===== config.mk =====
export PLATFORM = sky130hd
export DESIGN_NAME = sync_byte_fifo_flat
export DESIGN_NICKNAME = d
export VERILOG_FILES = /design/src/rtl/sync_byte_fifo_if.sv /design/src/rtl/sync_byte_fifo.sv /design/src/flat_wrapper.sv
export SDC_FILE = /design/constraint.sdc
export NUM_CORES = 1
export LEC_CHECK = 0
export ABC_AREA = 1
export CORE_MARGIN = 1
export CORE_UTILIZATION = 58
export CTS_BUF_LIST = sky130_fd_sc_hd__clkbuf_4
export CTS_CLUSTER_DIAMETER = 40
export DETAILED_ROUTE_END_ITERATION = 7
export HOLD_SLACK_MARGIN = 0.12
export PLACE_DENSITY_LB_ADDON = 0.2
export SYNTH_ARGS = -nofsm -noshare
export SYNTH_HDL_FRONTEND = slang
export SYNTH_SLANG_ARGS = --single-unit

===== constraint.sdc =====
create_clock -name clk -period 2.15 [get_ports clk]
set_input_delay 0.43 -clock clk [delete_from_list [all_inputs] [get_ports clk]]
set_output_delay 0.43 -clock clk [all_outputs]
set_load 0.02 [all_outputs]

===== src/rtl/sync_byte_fifo_if.sv =====
// sync_byte_fifo_if: write/read handshake and status bundle
// for the single-clock byte FIFO.
interface sync_byte_fifo_if #(
    parameter int WIDTH = 8,
    parameter int DEPTH = 32
);
    localparam int CW = $clog2(DEPTH) + 1;

    logic             wr_en;
    logic [WIDTH-1:0] din;
    logic             full;
    logic             almost_full;
    logic             rd_en;
    logic [WIDTH-1:0] dout;
    logic             empty;
    logic             almost_empty;
    logic [CW-1:0]    count;
    logic             overflow;
    logic             underflow;
    logic             clr_err;

    modport master (
        output wr_en, din, rd_en, clr_err,
        input  full, almost_full, dout, empty,
        input  almost_empty, count, overflow, underflow
    );

    modport slave (
        input  wr_en, din, rd_en, clr_err,
        output full, almost_full, dout, empty,
        output almost_empty, count, overflow, underflow
    );
endinterface


===== src/rtl/sync_byte_fifo.sv =====
// sync_byte_fifo: single-clock byte FIFO with registered read
// data, occupancy/threshold status and sticky error flags.
module sync_byte_fifo #(
    parameter int WIDTH    = 8,
    parameter int DEPTH    = 32,
    parameter int AF_LEVEL = DEPTH - 4,
    parameter int AE_LEVEL = 4
) (
    input logic             clk,
    input logic             rst,
    sync_byte_fifo_if.slave bus
);
    localparam int AW = $clog2(DEPTH);
    localparam int CW = AW + 1;

    logic [WIDTH-1:0] mem [DEPTH];
    logic [AW-1:0]    wr_ptr;
    logic [AW-1:0]    rd_ptr;
    logic [CW-1:0]    count_q;
    logic [WIDTH-1:0] dout_q;
    logic             ovf_q;
    logic             unf_q;

    logic full_w;
    logic empty_w;
    logic wr_ok;
    logic rd_ok;

    assign full_w  = (count_q == CW'(DEPTH));
    assign empty_w = (count_q == '0);
    assign wr_ok   = bus.wr_en && !full_w;
    assign rd_ok   = bus.rd_en && !empty_w;

    // Storage write; contents are never reset, only gated in reset.
    always_ff @(posedge clk) begin
        if (!rst && wr_ok) begin
            mem[wr_ptr] <= bus.din;
        end
    end

    // Pointers, occupancy and registered read data.
    always_ff @(posedge clk) begin
        if (rst) begin
            wr_ptr  <= '0;
            rd_ptr  <= '0;
            count_q <= '0;
            dout_q  <= '0;
        end else begin
            if (wr_ok) begin
                wr_ptr <= wr_ptr + AW'(1);
            end
            if (rd_ok) begin
                rd_ptr <= rd_ptr + AW'(1);
                dout_q <= mem[rd_ptr];
            end
            case ({wr_ok, rd_ok})
                2'b10:   count_q <= count_q + CW'(1);
                2'b01:   count_q <= count_q - CW'(1);
                default: count_q <= count_q;
            endcase
        end
    end

    // Sticky error flags; a new error beats a same-cycle clear.
    always_ff @(posedge clk) begin
        if (rst) begin
            ovf_q <= 1'b0;
            unf_q <= 1'b0;
        end else begin
            ovf_q <= (ovf_q && !bus.clr_err) || (bus.wr_en && full_w);
            unf_q <= (unf_q && !bus.clr_err) || (bus.rd_en && empty_w);
        end
    end

    assign bus.full         = full_w;
    assign bus.empty        = empty_w;
    assign bus.almost_full  = (count_q >= CW'(AF_LEVEL));
    assign bus.almost_empty = (count_q <= CW'(AE_LEVEL));
    assign bus.count        = count_q;
    assign bus.dout         = dout_q;
    assign bus.overflow     = ovf_q;
    assign bus.underflow    = unf_q;
endmodule


===== src/flat_wrapper.sv =====
// flat-port wrapper written by rule: the top's interface ports become plain ports
module sync_byte_fifo_flat 
#(
    parameter int WIDTH    = 8,
    parameter int DEPTH    = 32,
    parameter int AF_LEVEL = DEPTH - 4,
    parameter int AE_LEVEL = 4
)
  (clk, rst, bus_wr_en, bus_din, bus_rd_en, bus_clr_err, bus_full, bus_almost_full, bus_dout, bus_empty, bus_almost_empty, bus_count, bus_overflow, bus_underflow);
  sync_byte_fifo_if #(.WIDTH(WIDTH), .DEPTH(DEPTH)) bus_i ();
  input logic clk;
  input logic rst;
  input wire logic [$bits(bus_i.wr_en)-1:0] bus_wr_en;
  input wire logic [$bits(bus_i.din)-1:0] bus_din;
  input wire logic [$bits(bus_i.rd_en)-1:0] bus_rd_en;
  input wire logic [$bits(bus_i.clr_err)-1:0] bus_clr_err;
  output wire logic [$bits(bus_i.full)-1:0] bus_full;
  output wire logic [$bits(bus_i.almost_full)-1:0] bus_almost_full;
  output wire logic [$bits(bus_i.dout)-1:0] bus_dout;
  output wire logic [$bits(bus_i.empty)-1:0] bus_empty;
  output wire logic [$bits(bus_i.almost_empty)-1:0] bus_almost_empty;
  output wire logic [$bits(bus_i.count)-1:0] bus_count;
  output wire logic [$bits(bus_i.overflow)-1:0] bus_overflow;
  output wire logic [$bits(bus_i.underflow)-1:0] bus_underflow;
  assign bus_i.wr_en = bus_wr_en;
  assign bus_i.din = bus_din;
  assign bus_i.rd_en = bus_rd_en;
  assign bus_i.clr_err = bus_clr_err;
  assign bus_full = bus_i.full;
  assign bus_almost_full = bus_i.almost_full;
  assign bus_dout = bus_i.dout;
  assign bus_empty = bus_i.empty;
  assign bus_almost_empty = bus_i.almost_empty;
  assign bus_count = bus_i.count;
  assign bus_overflow = bus_i.overflow;
  assign bus_underflow = bus_i.underflow;
  sync_byte_fifo #(.WIDTH(WIDTH), .DEPTH(DEPTH), .AF_LEVEL(AF_LEVEL), .AE_LEVEL(AE_LEVEL)) u_core (.clk(clk), .rst(rst), .bus(bus_i));
endmodule

Word level (Yosys, flattened, before mapping)
Memories as Yosys holds them, arrays and structs flattened. A register that Yosys moved wholly into a read port is not among the register bits.
Cells that the tools add are included.
{"block": "totals", "mem_bits_rw": 256, "register_bits": 18, "memories": 1, "word_cells": 33, "output_inout_bits": 20, "input_bits": 13}
{"memory": "u_core.mem", "words": 32, "width": 8, "read_ports": 1, "rd_ports_with_merged_regs": 1, "wr": 1, "line": "sync_byte_fifo.sv:16", "text": "logic [WIDTH-1:0] mem [DEPTH];"}
{"block": "op_classes", "magnitude_cmp": 2, "reduce_logical": 15, "n_eq_ne": 3, "add_sub_neg": 4, "mux": 3}
{"operator": "$pmux W6 S2", "count": 1}
{"operator": "$add A5 B1 Y5 const B", "count": 2}
{"operator": "$logic_and A1 B1 Y1", "count": 7}
{"operator": "$add A6 B1 Y6 const B", "count": 1}
{"operator": "$eq A6 B6 Y1 const B", "count": 1}
{"operator": "$ge A6 B5 Y1 const B", "count": 1}
{"operator": "$le A6 B3 Y1 const B", "count": 1}
{"operator": "$logic_not A6 Y1", "count": 1}
{"operator": "$sub A6 B1 Y6 const B", "count": 1}
{"operator": "$logic_not A1 Y1", "count": 4}
{"operator": "$eq A2 B1 Y1 const B", "count": 1}
{"operator": "$eq A2 B2 Y1 const B", "count": 1}
{"operator": "$logic_or A1 B1 Y1", "count": 2}
{"operator": "$mux W1", "count": 2}
{"operator": "$reduce_bool A2 Y1", "count": 1}

Logic depth before layout (Yosys ltp)
{"block": "logic_depth", "ltp_word": 6, "ltp_mapped": 17}

Worst setup path after synthesis
Ideal clock, no wire load.
{"block": "synth_timing", "kind": "reg-to-reg", "from": "register u_core.count_q[3] (netlist: u_core.bus.count[3])", "to": "register u_core.count_q[2] (netlist: u_core.bus.count[2])", "arrival_time_ns": 2.203, "stages_incl_launch_ff": 15, "slack_ns": -0.169, "required_time_ns": 2.035, "setup_time_ns": 0.115, "path_cell_list": "dfxtp_1 > buf_6 > nor2_2 > nand3_2 > nand2_1 > inv_2 > buf_2 > ha_1 > buf_2 > xor2_1 > ha_1 > o21bai_4 > xor2_1 > o21ai_0 > inv_1"}
{"block": "synth_via", "elab_chain_len": 5, "word_cells_on_any_way": 10}
{"element": "start: declaration", "line": "sync_byte_fifo.sv:19", "text": "logic [CW-1:0] count_q;"}
{"element": "start signal: assignment", "line": "sync_byte_fifo.sv:57", "text": "2'b10: count_q <= count_q + CW'(1);"}
{"element": "start signal: assignment", "line": "sync_byte_fifo.sv:58", "text": "2'b01: count_q <= count_q - CW'(1);"}
{"element": "start signal: assignment", "line": "sync_byte_fifo.sv:59", "text": "default: count_q <= count_q;"}
{"element": "$eq A6 B6 Y1 / $logic_not A6 Y1 (equally long branches)", "line": "sync_byte_fifo.sv:29, sync_byte_fifo.sv:30"}
{"element": "$logic_not A1 Y1 (on tied branches)", "line": "sync_byte_fifo.sv:31, sync_byte_fifo.sv:32"}
{"element": "$logic_and A1 B1 Y1 (on tied branches)", "line": "sync_byte_fifo.sv:31, sync_byte_fifo.sv:32"}
{"element": "$eq A2 B1 Y1 / $eq A2 B2 Y1 (equally long branches)", "line": "sync_byte_fifo.sv:56", "text": "case ({wr_ok, rd_ok})"}
{"element": "$pmux W6 S2 / $reduce_bool A2 Y1 (equally long branches)"}
Parallel ways exist; a longest one is shown, timed or not.
A chain may end at the register's enable or synchronous reset.

Final worst setup path
{"block": "layout_timing", "from": "register u_core.dout_q[4] (netlist: u_core.bus.dout[4]), read port of u_core.mem", "to": "output port bus_dout[4]"}
{"element": "start: declaration", "line": "sync_byte_fifo.sv:20", "text": "logic [WIDTH-1:0] dout_q;"}
{"element": "end: declaration", "line": "flat_wrapper.sv:19", "text": "output wire logic [$bits(bus_i.dout)-1:0] bus_dout;"}
No word-level cell between the ends.

==> results.toml <==
[detailed_routing]
vias = 8100
drt_iter0_drc = 912
via_per_inst = 5.652
drt-pass1-iter-count = 7
drc = 0
drt_wl_total_um = 27680
wl_per_cell_um = 19.31
final_antenna_net_count = 0

[critical_path]
worstSetupStartpointType = "register"
worstRegToRegCells = 13
r2r_setup_slack_ns = 0.20
crit_chain = "clkdlybuf4s50_1"
crit_required_ns = 1.72
crit_type = "reg2out"
slowest_stage = "clkdlybuf4s50_1"
slowest_delay_ns = 0.62
crit_fanout = 2
crit_arrival_ns = 1.65
cp.depth = 1
cp_top_family = "buffers and inverters"
critical_path_buf_inv_count = 1
end_kind = "output pin"

[cells_and_area]
num-fill-cells = 1481
nets = 1135
drive_gt1_share_pct = 19.45
area_growth_pct = 16.72

[die]
die-area_sq_mm = 0.02059
die_x_um = 143.5
die_h_um = 143.5
start_util_pct = 59.46
core_sq_mm = 0.01953
rows = 51
ios = 33

[grt]
antenna_found_initial = 1
gr-usage-all-layers_pct = 28.55
grt_max_degree = 71
grt_pass1_wl_um = 42950
overflow = 0
grt_pass1_vias = 8018

[synthesis]
synth_top_area_share_pct = 66.21
yosysUniqueCellTypes = 35
yosysWarnings = 0
synth-main-ff-cell = "edfxtp_1"
synth_area_sq_mm = 0.01161
ys_async_sr_fraction_pct = 0
syn_inst = 985
synthTopCellsByArea = "edfxtp_1 (66%), nor2_1 (5.9%), o21ai_0 (4.6%)"
synth_common_cells = "edfxtp_1 (256), nor2_1 (183), nand2_1 (122), o21ai_0 (106), nand3_1 (74)"
synth_most_common_cell = "edfxtp_1"
syn-num-nets = 1005
synth_area_per_cell_sq_um = 11.79
yosys.area.top_type = "edfxtp_1"
ys_seq_elements = 282
synth_edf_count = 256
synth-seq-area-share_pct = 70.70

[status]
status = "finished clean"

[cts]
root_buffer = "clkbuf_4"
cts_tree = "yes"
cts.clk_slew.worst_paths_ns = 0.06
h-tree-depth = 3
holdBufCountCts = 0
clk_path_buf_depth = 3
clock_sinks = 282
insertion_delay_ns = 0.67
cts_made_buffers = 73

[sta]
slew_violations = 0
rsz0062_at_grt = "no"
post-route-period-util_pct = 96.73
clock.fmax_ghz = 0.4808
worst_slew_pin_slew_ns = 1.120
setup_violations = 0
relSlewSlack_pct = 25.04
hold_viol_final = 0
postLayoutSetupSlackWorst_ns = 0.07021
finClkSkew_ns = 0.03655
min_period_ns = 2.080

[pwr]
total_power_w = 0.01458
leakage_nw = 4.848
vdd_drop_max_mv = 0.7987
p_per_area_mw_per_mm2 = 1076

[placed_design]
gp_congestion = 0.8562
place_ws_ns = -0.1872
dp_hpwl_um = 17030
port_buffers = 32

[hold_path]
hold_depth = 3
worst_hold_path_type = "in2reg"

[job]
max_cap_violations = 0
## what timing repair did
action | 4_1_cts | 5_1_grt
buffers inserted | 0 | 1
resized for setup | 17 | 6
endpoints found under the hold margin | 0 | 0
setup endpoints to repair | 9 | 5
## path summary, 6_finish.rpt
check	from	to
worst max-delay path	u_core.bus.dout[4]	bus_dout[4]
worst min-delay path	bus_rd_en	u_core.bus.underflow
worst max register to register	u_core.bus.count[5]	u_core.bus.count[4]
worst min register to register	u_core.bus.dout[5]	u_core.bus.dout[5]
## cell usage in the layout (no fill, tap or decap), drive strengths merged, types with 24 or more instances in the layout
master / count
o21ai: 117
edfxtp: 256
clkbuf: 116
nand2: 125
inv: 32
a21oi: 32
dfxtp: 26
nor2: 185
o211ai: 24
nand3: 77
buf: 84
## worst register-to-register path: cells and delay by family, from the launching register on
family | cells | cell delay (ns)
xor gates and xnor gates | 1 | 0.17
AOI/OAI and AO/OA | 1 | 0.12
and+or+nand+nor | 8 | 0.70
adders and majority gates | 2 | 0.39
DFF | 1 | 0.36
buffers and inverters | 1 | 0.10
## cells by family after synthesis
kind of cell,Yosys count,synth area share (%)
DFF,282,70.70
buffers and inverters,91,3.923
and+or+nand+nor,400,14.42
xor gates and xnor gates,8,0.6035
AOI/OAI and AO/OA,197,9.602
adders and majority gates,7,0.7544
## routing by layer
layer	track usage (%)	routed length [um]	vias to the layer above
met5	0	0	-
met4	13.10	810	0
met3	4.965	1914	61
met2	45.76	13510	328
met1	38.33	11440	3891
li1	-	-	3820
## through the flow
step	area, sq um	setup TNS, ns	std cells	hold slack [ns]	util [%]
after detailed placement	12630	-2.483	1304	0.4573	64.66
final	13550	0	1433	0.4086	69.40
after global placement	12630	-0.2390	1304	0.4520	64.66
after global routing	13550	0	1433	0.4000	69.40
after CTS	13520	0	1431	0.3630	69.24
after floorplan	11640	-0.001895	985	0.5011	-
## state kept, by name (all words and copies together) (netlist names)
register	cells
u_core.bus.count	6
u_core.wr_ptr	5
u_core.bus.dout	8
u_core.mem	256
u_core.rd_ptr	5
u_core.bus.overflow	1
u_core.bus.underflow	1
## cell type report
class / count / area, sq um / area share (%)
diodes: 1 / 2.502 / 0.01847
clock inverters: 12 / 46.29 / 0.3416
inverters: 32 / 125.1 / 0.9234
well taps: 265 / 331.6 / 2.447
repair buffers: 114 / 977.2 / 7.211
flip-flops and latches: 282 / 8220 / 60.66
clock buffers: 115 / 863.3 / 6.371
multi-input cells: 612 / 2984 / 22.02
## power breakdown
part	internal [W]	leakage [nW]	switching [W]
sequential	0.00615	2.52	0.000208
clock	0.00241	0.553	0.00206
combinational	0.00133	1.78	0.00242
total	0.00990	4.85	0.00469
Note: power is estimated with default switching activity, not from simulation.
